===== src/rtl/counter_pkg.sv =====
//==============================================================================
// counter_pkg : shared constants and helpers for the modulo-N counter | rev 1.0
//==============================================================================
`default_nettype none

package counter_pkg;

  localparam int COUNTER_DEFAULT_WIDTH = 4;

  // Terminal value MODULO-1; callers cast the result down to their WIDTH.
  function automatic logic [31:0] counter_term(input longint unsigned modulo);
    return 32'(modulo - 64'd1);
  endfunction

endpackage

`default_nettype wire


===== src/rtl/counter.sv =====
//==============================================================================
// counter : free-running modulo-N up-counter with terminal-count flag | rev 1.0
//==============================================================================
`default_nettype none

module counter
  import counter_pkg::*;
#(
  parameter int              WIDTH  = COUNTER_DEFAULT_WIDTH,
  parameter longint unsigned MODULO = 64'd1 << WIDTH
) (
  input  logic             clk,
  input  logic             rst,
  output logic [WIDTH-1:0] count,
  output logic             tc
);

  localparam logic [WIDTH-1:0] TERM = WIDTH'(counter_term(MODULO));
  localparam logic [WIDTH-1:0] ONE  = WIDTH'(1);

  if ((WIDTH < 1) || (WIDTH > 32) || (MODULO < 64'd2) ||
      (MODULO > (64'd1 << WIDTH))) begin : g_bad_params
    $fatal(1, "counter: illegal WIDTH/MODULO combination");
  end

  logic [WIDTH-1:0] count_q;
  logic [WIDTH-1:0] count_d;
  logic             at_term;

  assign at_term = (count_q == TERM);

  // Explicit wrap so a short modulus never relies on natural overflow.
  always_comb begin
    count_d = count_q + ONE;
    if (at_term) begin
      count_d = '0;
    end
  end

  always_ff @(posedge clk or posedge rst) begin
    if (rst) begin
      count_q <= '0;
    end else begin
      count_q <= count_d;
    end
  end

  assign count = count_q;
  assign tc    = at_term;

  a_in_range: assert property (@(posedge clk) disable iff (rst)
    (64'(count_q) < MODULO));

endmodule

`default_nettype wire


===== config.mk =====
export PLATFORM = sky130hd
export DESIGN_NAME = counter
export DESIGN_NICKNAME = d
export VERILOG_FILES = /design/src/rtl/counter_pkg.sv /design/src/rtl/counter.sv
export SDC_FILE = /design/constraint.sdc
export NUM_CORES = 1
export LEC_CHECK = 0
export ABC_AREA = 1
export BUFFER_PORTS_ARGS = -buffer_cell sky130_fd_sc_hd__buf_2
export CAP_MARGIN = 20
export CORE_AREA = 4 4 41 43
export CTS_CLUSTER_DIAMETER = 40
export CTS_CLUSTER_SIZE = 28
export DETAILED_ROUTE_END_ITERATION = 7
export DIE_AREA = 0 0 45 47
export SLEW_MARGIN = 40
export SYNTH_ARGS = -nofsm -noshare
export SYNTH_HDL_FRONTEND = slang
export SYNTH_SLANG_ARGS = --single-unit
export TNS_END_PERCENT = 1

===== constraint.sdc =====
create_clock -name clk -period 0.94 [get_ports clk]
set_input_delay 0.047 -clock clk [delete_from_list [all_inputs] [get_ports clk]]
set_output_delay 0.047 -clock clk [all_outputs]
set_load 0.01 [all_outputs]

======== Word-level counts from Yosys, hierarchy flattened ========
Cells that the tools add are included.
cells by class
  mux-type cells .......................... 1
  $add $sub $neg .......................... 1
  eq/ne operators ......................... 1
operators with widths
  operator                                                        count
  4-bit by 1-bit adder with 4-bit output (second input constant)  1
  4-bit equality test (second input constant)                     1
  4-bit 2-to-1 mux                                                1
storage, ports and cells
  word-level logic and storage cells ...... 4
  input port bits ......................... 2
  output and inout port bits .............. 5
  register bits ........................... 4

======== Depth between registers and ports, before layout ========
Gate-level depths: netlist of run 1.
  depth after elaboration ................. 2
  gate-level depth with buffers ........... 4
  gate-level depth less buffers ........... 4

======== Least setup slack after synthesis of run 1 ========
Ideal clock, no wire load.
  path type ............................... reg-to-reg
  from .................................... register count_q[0], in the netlist count[0]
  to ...................................... register count_q[3], in the netlist count[3]
  path buffers ............................ 0
  arrival ................................. 0.899 ns
  data required time ...................... 0.871 ns
  cell stages (with the launch flop) ...... 5
  clock period less this slack ............ 0.967 ns
  setup time .............................. 0.069 ns
  path slack .............................. -0.027 ns
  path through ............................ dfrtp_1 > ha_1 > nand3_1 > nand2_1 > nor2_2
on the way
  word-level cells in the longest chain between the ends .. 2
  elaborated cells on any way between the ends .. 3
  classes of those cells .................. add/sub: 1; eq/ne: 1; mux: 1
ends and longest elaborated chain
  what                                                                                  RTL line                      source
  start, declared                                                                       counter.sv:26                 logic [WIDTH-1:0] count_q;
  start signal, assigned                                                                counter.sv:44                 count_q <= count_d;
  4-bit by 1-bit adder with 4-bit output / 4-bit equality test (equally long branches)  counter.sv:34, counter.sv:30
  4-bit 2-to-1 mux (*)                                                                  counter.sv:35                 if (at_term) begin
  named net count_d[3]                                                                  counter.sv:27                 logic [WIDTH-1:0] count_d;
Mark *: on every way through the listed nets, which the timed path passes. The rest lies on a longest branch.

======== Worst setup path in the final report of run 1 ========
  from .................................... register count_q[1], in the netlist count[1]
  to ...................................... output tc
on the way
  word-level cells in the longest chain between the ends .. 1
ends and longest elaborated chain
  what                 RTL line       source
  4-bit equality test  counter.sv:30  assign at_term = (count_q == TERM);
  end, declared        counter.sv:15  output logic tc
No other way between the ends.

==> flow_results.org, run 1 <==
** Worst setup path
- Data arrival at the endpoint of the critical path :: 1.03 ns
- The signal on the critical path passes through ha_2 > nand3_2 > inv_1 > buf_2.
- On the worst path, the slowest cell contributes a delay of 0.37 ns.
- On the critical path the largest part of the delay comes from flip-flops.
- Element type at the critical path end :: primary output
- STA puts the critical path data required time at 0.89 ns.
- The number of buffers and inverters on the critical path is 2.
- Startpoint Class :: flip-flop
- Along the worst path, the maximum fanout reaches 2.
- The largest individual stage delay along the critical path comes from the cell dfrtp_1.
- The worst setup path is of the flip-flop to primary output kind.

** Global routing
- Global-route wire length before repair :: 676 um
- The via count of the first global-routing pass is 175.
- Across every metal layer, demand over resource in global routing totals 5.242%.
- Maximum number of pins on one net before global-route repair :: 5
- After global routing the overflow that remains totals 0.
- The initial antenna violation count is 0.

** Floorplan
- Area of the die :: 2115 um2
- Number of standard-cell rows in the floorplan :: 13
- Total I/O pin count :: 7
- Once the floorplan was initialized, standard cells occupied 13.56% of the core.
- Measured along the x axis, the die boundary spans 45 um.
- Measured along the y axis, the die boundary spans 47 um.
- In this run the standard cell core region covers 1301 um2.

** Logic synthesis
- Yosys warnings :: 0
- Yosys instantiated no cell more often than inv_1.
- Post-Syn Area per Cell :: 9.801 um2
- Yosys top cell by area :: dfrtp_1
- Syn nets :: 21
- Sequential elements use 56.74% of the synthesized area.
- Sorting the synthesized cells by how often they occur yields inv_1, dfrtp_1, nand2_1.
- Synthesis produced a netlist whose cell count is 18.
- Area share of the largest cell type after synthesis :: 56.74%
- Post-synthesis cell type count :: 9
- The cell area that synthesis handed to floorplanning was 176.4 um2.
- Most common flop cell mapped by yosys :: dfrtp_1
- EDFF count, synth :: 0
- Ranked by total cell area, the synthesized netlist is headed by dfrtp_1, inv_1, ha_1, nand2_1, nand3_2.
- Register bit count reported by yosys :: 4
- Share of flip-flops with an asynchronous set or reset :: 100.0%

** Route
- First DRT Iteration DRCs :: 3
- In the final routed layout, each cell accounts on average for 8.417 um.
- Wirelength, routed :: 404 um
- The count of nets left with antenna violations once routing finished came out at 0.
- Detailed routing inserted a total of 169 vias.
- Number of vias per cell after detailed routing :: 3.521
- Router iterations before antenna repair :: 4
- Total DRC errors in the routed layout :: 0

** CTS
- Clock slew at reported path FFs :: 0.04 ns
- CTS built an H-tree with a depth of 1.
- Number of clock buffers inserted by TritonCTS :: 3
- TritonCTS clock tree :: built
- The root buffer cell chosen for the clock tree is clkbuf_4.
- Clock latency on the worst-skew pair, taken at its later pin, is 0.24 ns.
- The clock passes through at most 2 buffers.
- # clock sinks :: 4

** Power
- Summing internal, switching and leakage power gives 0.4012 mW.
- Worst vdd ir :: 314.7 uV
- Power density over the cells :: 1263 nW/um2
- LEAKAGE :: 0.1921 nW

** STA
- The final hold violation count is 0.
- For the pin with the worst max-slew slack, the measured transition is 0.1702 ns.
- Tcrit/Tclk final :: 114.4%
- Min Hold Slack :: 0.2282 ns
- Final count of negative-setup-slack endpoints :: 3
- In the final timing run, aggregate negative setup slack is -0.2780 ns.
- Crit path setup slack, layout :: -0.1351 ns
- Static timing analysis puts the maximum clock frequency at 930.2 MHz.
- Unrepaired setup endpoints after global routing :: true
- Tightest slew margin relative to the limit :: 88.65%
- Worst-case clock skew :: 0.002743 ns
- Final count of pins violating max slew :: 0
- Shortest period the worst path allows :: 1.075 ns

** Flow run
- Max-cap check violation count :: 0

** Layout
- The register with the most flip-flops in the layout has 4 of them.
- Share of layout cells above drive strength 1 :: 57.58%
- In the final design database the tool counted 38 nets.
- Number of inserted diodes :: 0
- Filler cell count :: 154
- Growth of design area from synthesis to finish :: 80.14%

** Run status
- Violations in the final reports :: negative setup slack
- Result of the run :: finished, violations left

** Placed design
- I/O Buffers :: 6
- At the end of routability-driven placement, the weighted congestion stood at 0.6463.

** Hold path
- Kind of path behind the tightest hold check :: input pin to asynchronous set/reset pin
[placed cells by master, fill, tap and decap left out, drive strengths merged]
cell type / n
nor2: 2
buf: 11
nand2: 3
xor2: 1
nand3: 2
dlygate4sd3: 1
inv: 5
dfrtp: 4
clkbuf: 3
ha: 1
[where the power goes]
group          leakage, nW  switching, mW  internal [mW]  total [mW]
logic                0.126        0.00403        0.00444     0.00847
clock network       0.0138         0.0765          0.143       0.220
registers           0.0518              0          0.173       0.173
[worst register-to-register path: stages, from the launching register on]
cell	delay, ns
dfrtp_1	0.37
ha_2	0.20
buf_4	0.13
buf_4	0.12
xor2_1	0.13
[per-stage QoR]
stage	cell area, um2	worst slack, ns	instances	util (%)
6_report	317.8	-0.1351	48	24.42
5_1_grt	317.8	-0.1893	48	24.42
4_1_cts	304.0	-0.1506	47	23.37
3_5_place_dp	247.7	0.06894	41	19.04
3_3_place_gp	247.7	0.07670	41	19.04
2_1_floorplan	183.9	-0.01091	18	-
[per-layer routing]
| layer | up-vias | share of wire, % | track usage (%) |
|---|---|---|---|
| li1 | 82 | - | - |
| met1 | 77 | 39 | 4.157 |
| met2 | 8 | 45 | 7.627 |
| met3 | 2 | 11 | 2.299 |
| met4 | 0 | 3.7 | 8.772 |
| met5 | - | 0 | 0 |
[kinds of logic after synthesis]
family        after synthesis  share of synthesized area [%]
flops                       4                          56.74
xor+xnor                    1                          4.965
simple gates                7                          20.56
fa+ha+maj                   1                          7.091
buf+inv                     5                          10.64
[path summary, 6_finish.rpt]
| kind | from | end | slack, ns | cells after the start |
|---|---|---|---|---|
| worst max register to register | count[1]$_DFF_PP0_ | count[2]$_DFF_PP0_ | -0.14 | 4 |
| max in group asynchronous | rst | count[3]$_DFF_PP0_ | 0.56 | 3 |
| worst min register to register | count[0]$_DFF_PP0_ | count[1]$_DFF_PP0_ | 0.52 | 1 |
| worst min-delay path | rst | count[1]$_DFF_PP0_ | 0.23 | 3 |
| worst max-delay path | count[1]$_DFF_PP0_ | tc | -0.14 | 4 |
| min in group clk | count[0]$_DFF_PP0_ | count[1]$_DFF_PP0_ | 0.52 | 1 |
[cell type report]
type	count	area (um2)	area share, %
sequential	4	100.1	31.50
timing repair buffer	12	90.09	28.35
multi-input combinational	9	67.56	21.26
clock buffer	3	22.52	7.087
inverter	5	18.77	5.906
tap	15	18.77	5.906
[what timing repair did]
action | CTS | global route
endpoints found under the setup margin | 2 | 6
buffers inserted | 2 | 1
endpoints found under the hold margin | 4 | 0
hold buffers | 1 | 0
pin swaps | 2 | 1
gates resized for setup | 2 | 1
No activity file was read; power rests on OpenSTA's default activity.
==> inputs of run 2 (changes only) <==
Settings changed: CORE_AREA 4 4 41 43 to 2 2 39 41, DIE_AREA 0 0 45 47 to 0 0 41 43.
==> run 2 against run 1 <==
The run still ends with negative setup slack left. Critical path depth unchanged. Cell area decreased by 2.0%. Total power decreased by 2.8%. Highest routed layer is now met3.
==> flow_results.org, run 2 (same netlist as run 1, synthesis figures left out) <==
** Route
- Number of vias per cell after detailed routing :: 3.229 (-8.3%)
- The final routed DRC violation total came to 0 (unchanged).
- First DRT Iteration DRCs :: 0 (-3)
- Count of nets left with antenna violations after detail routing :: 0 (unchanged)
- Drt wl/cell :: 7.104 um (-16%)
- The first-pass iteration count of the detailed router came to 1 (-3).
- The number of vias after detailed routing came to 155 (-8.3%).
- The total wirelength of the detailed-routed design was 341 um (-16%).

** Layout
- Leading cell type in the layout, fill and taps excluded :: inv_1
- Number of inserted diodes :: 0 (unchanged)
- The top cell types in the final layout, fill and taps aside, are inv_1, dfrtp_1, buf_2, buf_4, clkbuf_4.
- The count of fill cells added during filler insertion is 157 (+1.9%).
- The total number of nets in the final design is 37 (-2.6%).
- The number of flip-flops under the largest register name came to 4 (unchanged).
- The finished layout cell area is 311.5 um2 (-2.0%).
- The area growth from synthesis to layout is 76.60%.
- Share of layout cells above drive strength 1 :: 56.25% (-1.3 points)

** Run status
- The run finished, with violations left.
- The final reports fail on negative setup slack.

** Global routing
- GR Util met3 :: 4.712% (+2.4 points)
- Global-route wire length before repair :: 572 um (-15%)
- Met2 track utilization from global routing :: 7.500% (-0.13 points)
- Global-route track usage on met1 :: 4.934% (+0.78 points)
- Number of antenna violations at the first check in global routing :: 0 (unchanged)
- The total global routing track utilization came to 5.763% (+0.52 points).
- The pin count of the biggest net entering global routing came to 5 (unchanged).
- met2 is the most crowded layer.
- The via count of the first global-routing pass came to 146 (-17%).
- Total congestion overflow after global routing :: 0 (unchanged)

** Worst setup path
- Biggest fanout along the worst timing path :: 2 (unchanged)
- The worst register-to-register path begins at count[0]$_DFF_PP0_.
- Traced cell by cell, the critical path runs through ha_2 > nand3_2 > inv_1 > buf_2.
- The number of stages on the worst setup path came to 4 (unchanged).
- Endpoint of the most critical register-to-register path :: count[2]$_DFF_PP0_
- Data arrival at the endpoint of the critical path :: 1.03 ns (about the same)
- The critical path ends at tc.
- Stage delay of the slowest cell on the critical path :: 0.37 ns (about the same)
- Setup Crit Path Kind :: flip-flop to primary output
- STA classifies the critical path startpoint as a flip-flop.
- Cell family with most CP delay :: flip-flops
- CP max stage cell :: dfrtp_1
- Element type at the critical path end :: primary output
- R2R cell count :: 3 (-1)
- In this run the worst setup path begins at count[0]$_DFF_PP0_.
- Required time of the critical path :: 0.89 ns (about the same)
- Crit path buf inv count :: 2 (unchanged)
- The register-to-register setup slack came to -0.02 ns (+0.12 ns).

** STA
- Setup tns final :: -0.1759 ns (+0.1021 ns)
- The part of the cycle the worst path needs was 114.5% (+0.13 points).
- The worst-case headroom to the max-slew limit came to 88.05% (-0.61 points).
- The setup-violating endpoint count in the final report came to 4 (+1).
- Unrepaired setup endpoints after global routing :: true
- Shortest period the worst path allows :: 1.076 ns (+0.001176 ns)
- Min Hold Slack :: 0.2373 ns (+0.009131 ns)
- Worst-case clock skew :: 0.001232 ns (-0.001511 ns)
- The transition time of the tightest slew-check pin was 0.1793 ns (+0.009092 ns).
- The count of pins over their slew limit is 0 (unchanged).
- The final hold violation count came to 0 (unchanged).
- The smallest setup slack after layout is -0.1362 ns (-0.001176 ns).
- The highest clock rate is 929.2 MHz (-0.11%).

** CTS
- The clock insertion delay at the later pin of the skew report was 0.23 ns (about the same).
- # clock sinks :: 4 (unchanged)
- Number of clock buffers inserted by TritonCTS :: 3 (unchanged)
- Buffer type at the clock tree root :: clkbuf_4
- Clock Tree Buf Depth :: 2 (unchanged)
- TritonCTS built the clock tree.
- Clock slew at reported path FFs :: 0.04 ns (about the same)
- H-Tree Level Count :: 1 (unchanged)

** Hold path
- Kind of path behind the tightest hold check :: input pin to asynchronous set/reset pin

** Power
- Worst vdd ir :: 284.6 uV (-9.6%)
- LEAKAGE :: 0.1865 nW (-2.9%)
- The power per cell area came to 1252 nW/um2 (-0.83%).

** Placed design
- The total placed instance area was 249.0 um2 (+0.50%).
- Post-placement worst setup slack :: 0.06763 ns (-0.001313 ns)
- The final weighted congestion in routability-driven placement is 0.5154 (-20%).
- I/O Buffers :: 6 (unchanged)

** Floorplan
- The number of placement rows came to 14 (+1).
- The horizontal die dimension is 41 um (-8.9%).
- Area of the die :: 1763 um2 (-17%)
- The number of primary I/O pins is 7 (unchanged).
- Core area :: 1384 um2 (+6.3%)
- Height of the die :: 43 um (-8.5%)
- Initial core utilization :: 12.75% (-0.81 points)

** Flow run
- Max-cap check violation count :: 0 (unchanged)
run 2: cell count changes in the layout (fill, tap and decap cells not counted):
cell and change:
buf_4 -1
run 2: worst min-delay path by stage:
stage,start,to,slack (ns),cells past startpoint
6_report,rst,count[0]$_DFF_PP0_,0.24,3
4_1_cts,rst,count[0]$_DFF_PP0_,0.23,3
3_3_place_gp,rst,count[1]$_DFF_PP0_,-0.07,2
2_1_floorplan,rst,count[0]$_DFF_PP0_,-0.19,1
3_5_place_dp,rst,count[1]$_DFF_PP0_,-0.07,2
5_1_grt,rst,count[0]$_DFF_PP0_,0.25,3
run 2: through the flow:
stage | total power, mW | std cells | util, %
2_1_floorplan | 0.1782 | 18 | -
3_3_place_gp | 0.1807 | 42 | 17.99
3_5_place_dp | 0.1809 | 42 | 17.99
4_1_cts | 0.4057 | 48 | 21.61
5_1_grt | 0.4287 | 48 | 22.51
6_report | 0.3901 | 48 | 22.51
run 2: final cells by class:
class                   count  area, um2  area share (%)
inverters                   5      18.77           6.024
well taps                  16      20.02           6.426
clock buffers               3      22.52           7.229
multi-input cells           9      67.56           21.69
repair buffers             11      82.58           26.51
flip-flops and latches      4      100.1           32.13
run 2: power breakdown:
part           switching [mW]  internal (mW)  total, mW  leakage (nW)
combinational         0.00384        0.00445    0.00829         0.121
clock                  0.0661          0.143      0.209        0.0138
sequential                  0          0.173      0.173        0.0518
run 2: per-layer routing:
metal / vias up / share of wire (%)
met2: 6 / 52
li1: 80 / -
met3: 0 / 11
met4: 0 / 0
met5: - / 0
met1: 69 / 36
run 2: worst reg2reg max path, cell delays in order, from the launching register on:
cell and delay (ns):
dfrtp_1 0.37, ha_2 0.20, buf_4 0.13, xor2_1 0.13
run 2: repair_timing:
| action | in CTS | in global routing |
|---|---|---|
| setup endpoints to repair | 2 | 6 |
| hold buffers | 1 | 0 |
| endpoints found under the hold margin | 4 | 0 |
| pin swaps | 2 | 0 |
| buffers inserted | 2 | 0 |
| gates resized for setup | 1 | 2 |
==> inputs of run 3 (changes only) <==
Clock period 0.94 ns to 0.9 ns, I/O delays scaled along.
==> run 3 against run 2 <==
Register-to-register slack got worse by 0.16 ns. Sequential share of layout area decreased by 1.5 points. Final cell count increased by 2.1%. The run still ends with negative setup slack left. Largest power group unchanged.
==> flow_results.org, run 3 (same netlist as run 1, synthesis figures left out) <==
** STA
- The final setup skew is 0.002901 ns (+0.001669 ns).
- Final hold violations :: 0 (unchanged)
- Unrepaired setup endpoints after global routing :: true
- The count of pins over their slew limit came to 0 (unchanged).
- Tcrit/Tclk final :: 120.3%
- Static timing analysis puts the maximum clock frequency at 923.4 MHz.
- The worst path in the final design needs a cycle of 1.083 ns, including I/O delays and setup.
- Final count of negative-setup-slack endpoints :: 5 (+1)
- Worst Tran Pin Value :: 0.1669 ns (-0.01236 ns)
- The final setup TNS came to -0.5194 ns (-0.3435 ns).
- Crit path setup slack, layout :: -0.1829 ns (-0.04666 ns)
- The worst-case headroom to the max-slew limit is 88.87% (+0.82 points).

** Floorplan
- The core footprint is 1384 um2 (unchanged).
- Total I/O pin count :: 7 (unchanged)
- The horizontal die dimension was 41 um (unchanged).
- The effective utilization at floorplan was 12.75% (unchanged).
- Height of the die :: 43 um (unchanged)
- The die area came to 1763 um2 (unchanged).
- Number of standard-cell rows in the floorplan :: 14 (unchanged)

** Worst setup path
- The slowest stage of the critical path belongs to the cell dfrtp_1.
- Flop-to-flop setup slack :: -0.18 ns (-0.16 ns)
- Crit path buf inv count :: 2 (unchanged)
- The required time at the endpoint of the critical path came to 0.85 ns (-0.04 ns).
- The largest driver fanout on the critical path is 3 (+1).
- Stage delay of the slowest cell on the critical path :: 0.38 ns (about the same)
- The critical path is of the flip-flop to primary output type.
- Element type at the critical path end :: primary output
- Traced cell by cell, the critical path runs through ha_2 > nand3_2 > inv_2 > buf_6.
- The worst setup path is launched from a flip-flop.
- Data arrival at the endpoint of the critical path :: 1.04 ns (about the same)
- Cell family with most CP delay :: flip-flops

** Layout
- The multi-input gate area in the final layout was 65.06 um2 (-3.7%).
- The count of inserted antenna diode cells was 0 (unchanged).
- The finished layout cell area was 326.6 um2 (+4.8%).
- The count of fill cells added during filler insertion was 153 (-2.5%).
- Final-stage net count :: 38 (+2.7%)
- Number of flip-flops in the largest register :: 4 (unchanged)
- The sequential cell area in the final layout came to 100.1 um2 (unchanged).
- Fin util :: 23.60% (+1.1 points)
- The top cell types in the final layout, fill and taps aside, are inv_1, dfrtp_1, buf_6, buf_4.
- Growth of design area from synthesis to finish :: 85.11%
- The share of final-layout standard cells stronger than drive strength 1 is 57.58% (+1.3 points).

** Global routing
- The total global routing overflow is 0 (unchanged).
- Number of antenna violations at the first check in global routing :: 0 (unchanged)
- Overall routing resource usage :: 5.662% (-0.10 points)
- Via count of the first global-routing pass :: 154 (+5.5%)
- The pin count of the biggest net entering global routing is 5 (unchanged).
- Global-route wire length before repair :: 565 um (-1.2%)

** Route
- The number of vias after detailed routing was 161 (+3.9%).
- Wirelength, routed :: 358 um (+5.0%)
- Routed signal wires occupy layers up through met3.
- The met2 wire length came to 192 um (+8.5%).
- Count of nets left with antenna violations after detail routing :: 0 (unchanged)
- Drt wl/cell :: 7.306 um (+2.8%)
- Detail Route met3 WL :: 36 um (-7.7%)
- The final routed DRC violation total was 0 (unchanged).
- The number of vias per cell is 3.286 (+1.8%).
- The sum of routed wire segments on met1 was 130 um (+4.8%).
- The first-pass iteration count of the detailed router is 2 (+1).
- First DRT Iteration DRCs :: 2 (+2)

** Placed design
- HPWL Detailed :: 241.7 um
- The final weighted congestion in routability-driven placement was 0.5239 (+1.6%).
- The total of buffers placed on input and output ports is 6 (unchanged).
- The total placed instance area was 249.0 um2 (unchanged).

** CTS
- Clock Tree Buf Depth :: 2 (unchanged)
- # clock sinks :: 4 (unchanged)
- The clock transition time at the flip-flop clock pins of the worst setup and hold paths is 0.04 ns (about the same).
- Buffer type at the clock tree root :: clkbuf_4
- TritonCTS clock tree :: built
- The clock insertion delay at the later pin of the skew report came to 0.23 ns (about the same).
- The total clock buffers created by CTS was 3 (unchanged).
- The number of H-tree levels was 1 (unchanged).

** Power
- The power consumption is 0.4012 mW (+2.8%).
- The switching portion of total power is 16.74% (-1.2 points).
- Comb pwr share :: 2.1% (about the same)
- Flop pwr share :: 45.1% (+0.7 points)
- Clock share of power :: 52.8% (-0.7 points)
- Sw power :: 0.06713 mW (-3.9%)
- The power per cell area is 1228 nW/um2 (-1.9%).
- LEAKAGE :: 0.1918 nW (+2.8%)
- Worst vdd ir :: 275.4 uV (-3.2%)
- The internal power of the cells came to 0.3340 mW (+4.3%).

** Run status
- The final reports fail on negative setup slack.
- The flow ran to the end, but the final reports show violations.

** Flow run
- The number of max-cap violations was 0 (unchanged).

** Hold path
- The path class of the tightest hold or removal check is input pin to asynchronous set/reset pin.
## run 3: layout make-up
type                       count  share of cell area, %
clock buffer                   3                  6.897
inverter                       5                  5.747
multi-input combinational      9                  19.92
sequential                     4                  30.65
tap                           16                  6.130
timing repair buffer          12                  30.65
## run 3: timing repair
item                                    in CTS  in global routing
setup buffers                                1                  2
cloned                                       0                  0
pin swaps                                    1                  2
gates resized for setup                      2                  3
hold endpoints to repair                     4                  0
endpoints found under the setup margin       3                  6
hold buffers                                 1                  0
## run 3: path summary, 6_finish.rpt
| check | startpoint | to | depth (start not counted) |
|---|---|---|---|
| max | count[1]$_DFF_PP0_ | tc | 4 |
| min | rst | count[0]$_DFF_PP0_ | 3 |
| max reg2reg | count[1]$_DFF_PP0_ | count[2]$_DFF_PP0_ | 4 |
| min reg2reg | count[0]$_DFF_PP0_ | count[1]$_DFF_PP0_ | 1 |
| max in group asynchronous | rst | count[2]$_DFF_PP0_ | 3 |
| min in group clk | count[0]$_DFF_PP0_ | count[1]$_DFF_PP0_ | 1 |
## run 3: metrics by stage
| step | hold WS [ns] | instances | worst slack [ns] |
|---|---|---|---|
| 6_report | 0.2324 | 49 | -0.1829 |
| 5_1_grt | 0.2594 | 49 | -0.2391 |
| 4_1_cts | 0.2282 | 47 | -0.2055 |
| 3_5_place_dp | -0.06897 | 42 | 0.03813 |
| 3_3_place_gp | -0.07071 | 42 | 0.04246 |
| 2_1_floorplan | -0.1889 | 18 | -0.05091 |
## run 3: power by group through the flow
stage	clock, mW	combinational [mW]	sequential [mW]
after floorplan	0	0.00300	0.183
after global placement	0	0.00565	0.183
after detailed placement	0	0.00573	0.183
after CTS	0.227	0.00895	0.181
after global routing	0.244	0.0102	0.181
final	0.212	0.00858	0.181
## run 3: metal layers
layer / up-vias / global-route usage (%)
met2: 6 / 7.813
met5: - / 0
met3: 0 / 4.712
met4: 0 / 6.000
met1: 71 / 4.276
li1: 84 / -
## run 3: worst reg2reg max path, cell delays in order, from the launching register on
cell and delay, ns:
dfrtp_1 0.38, ha_2 0.20, buf_4 0.13, buf_4 0.12, xor2_1 0.13
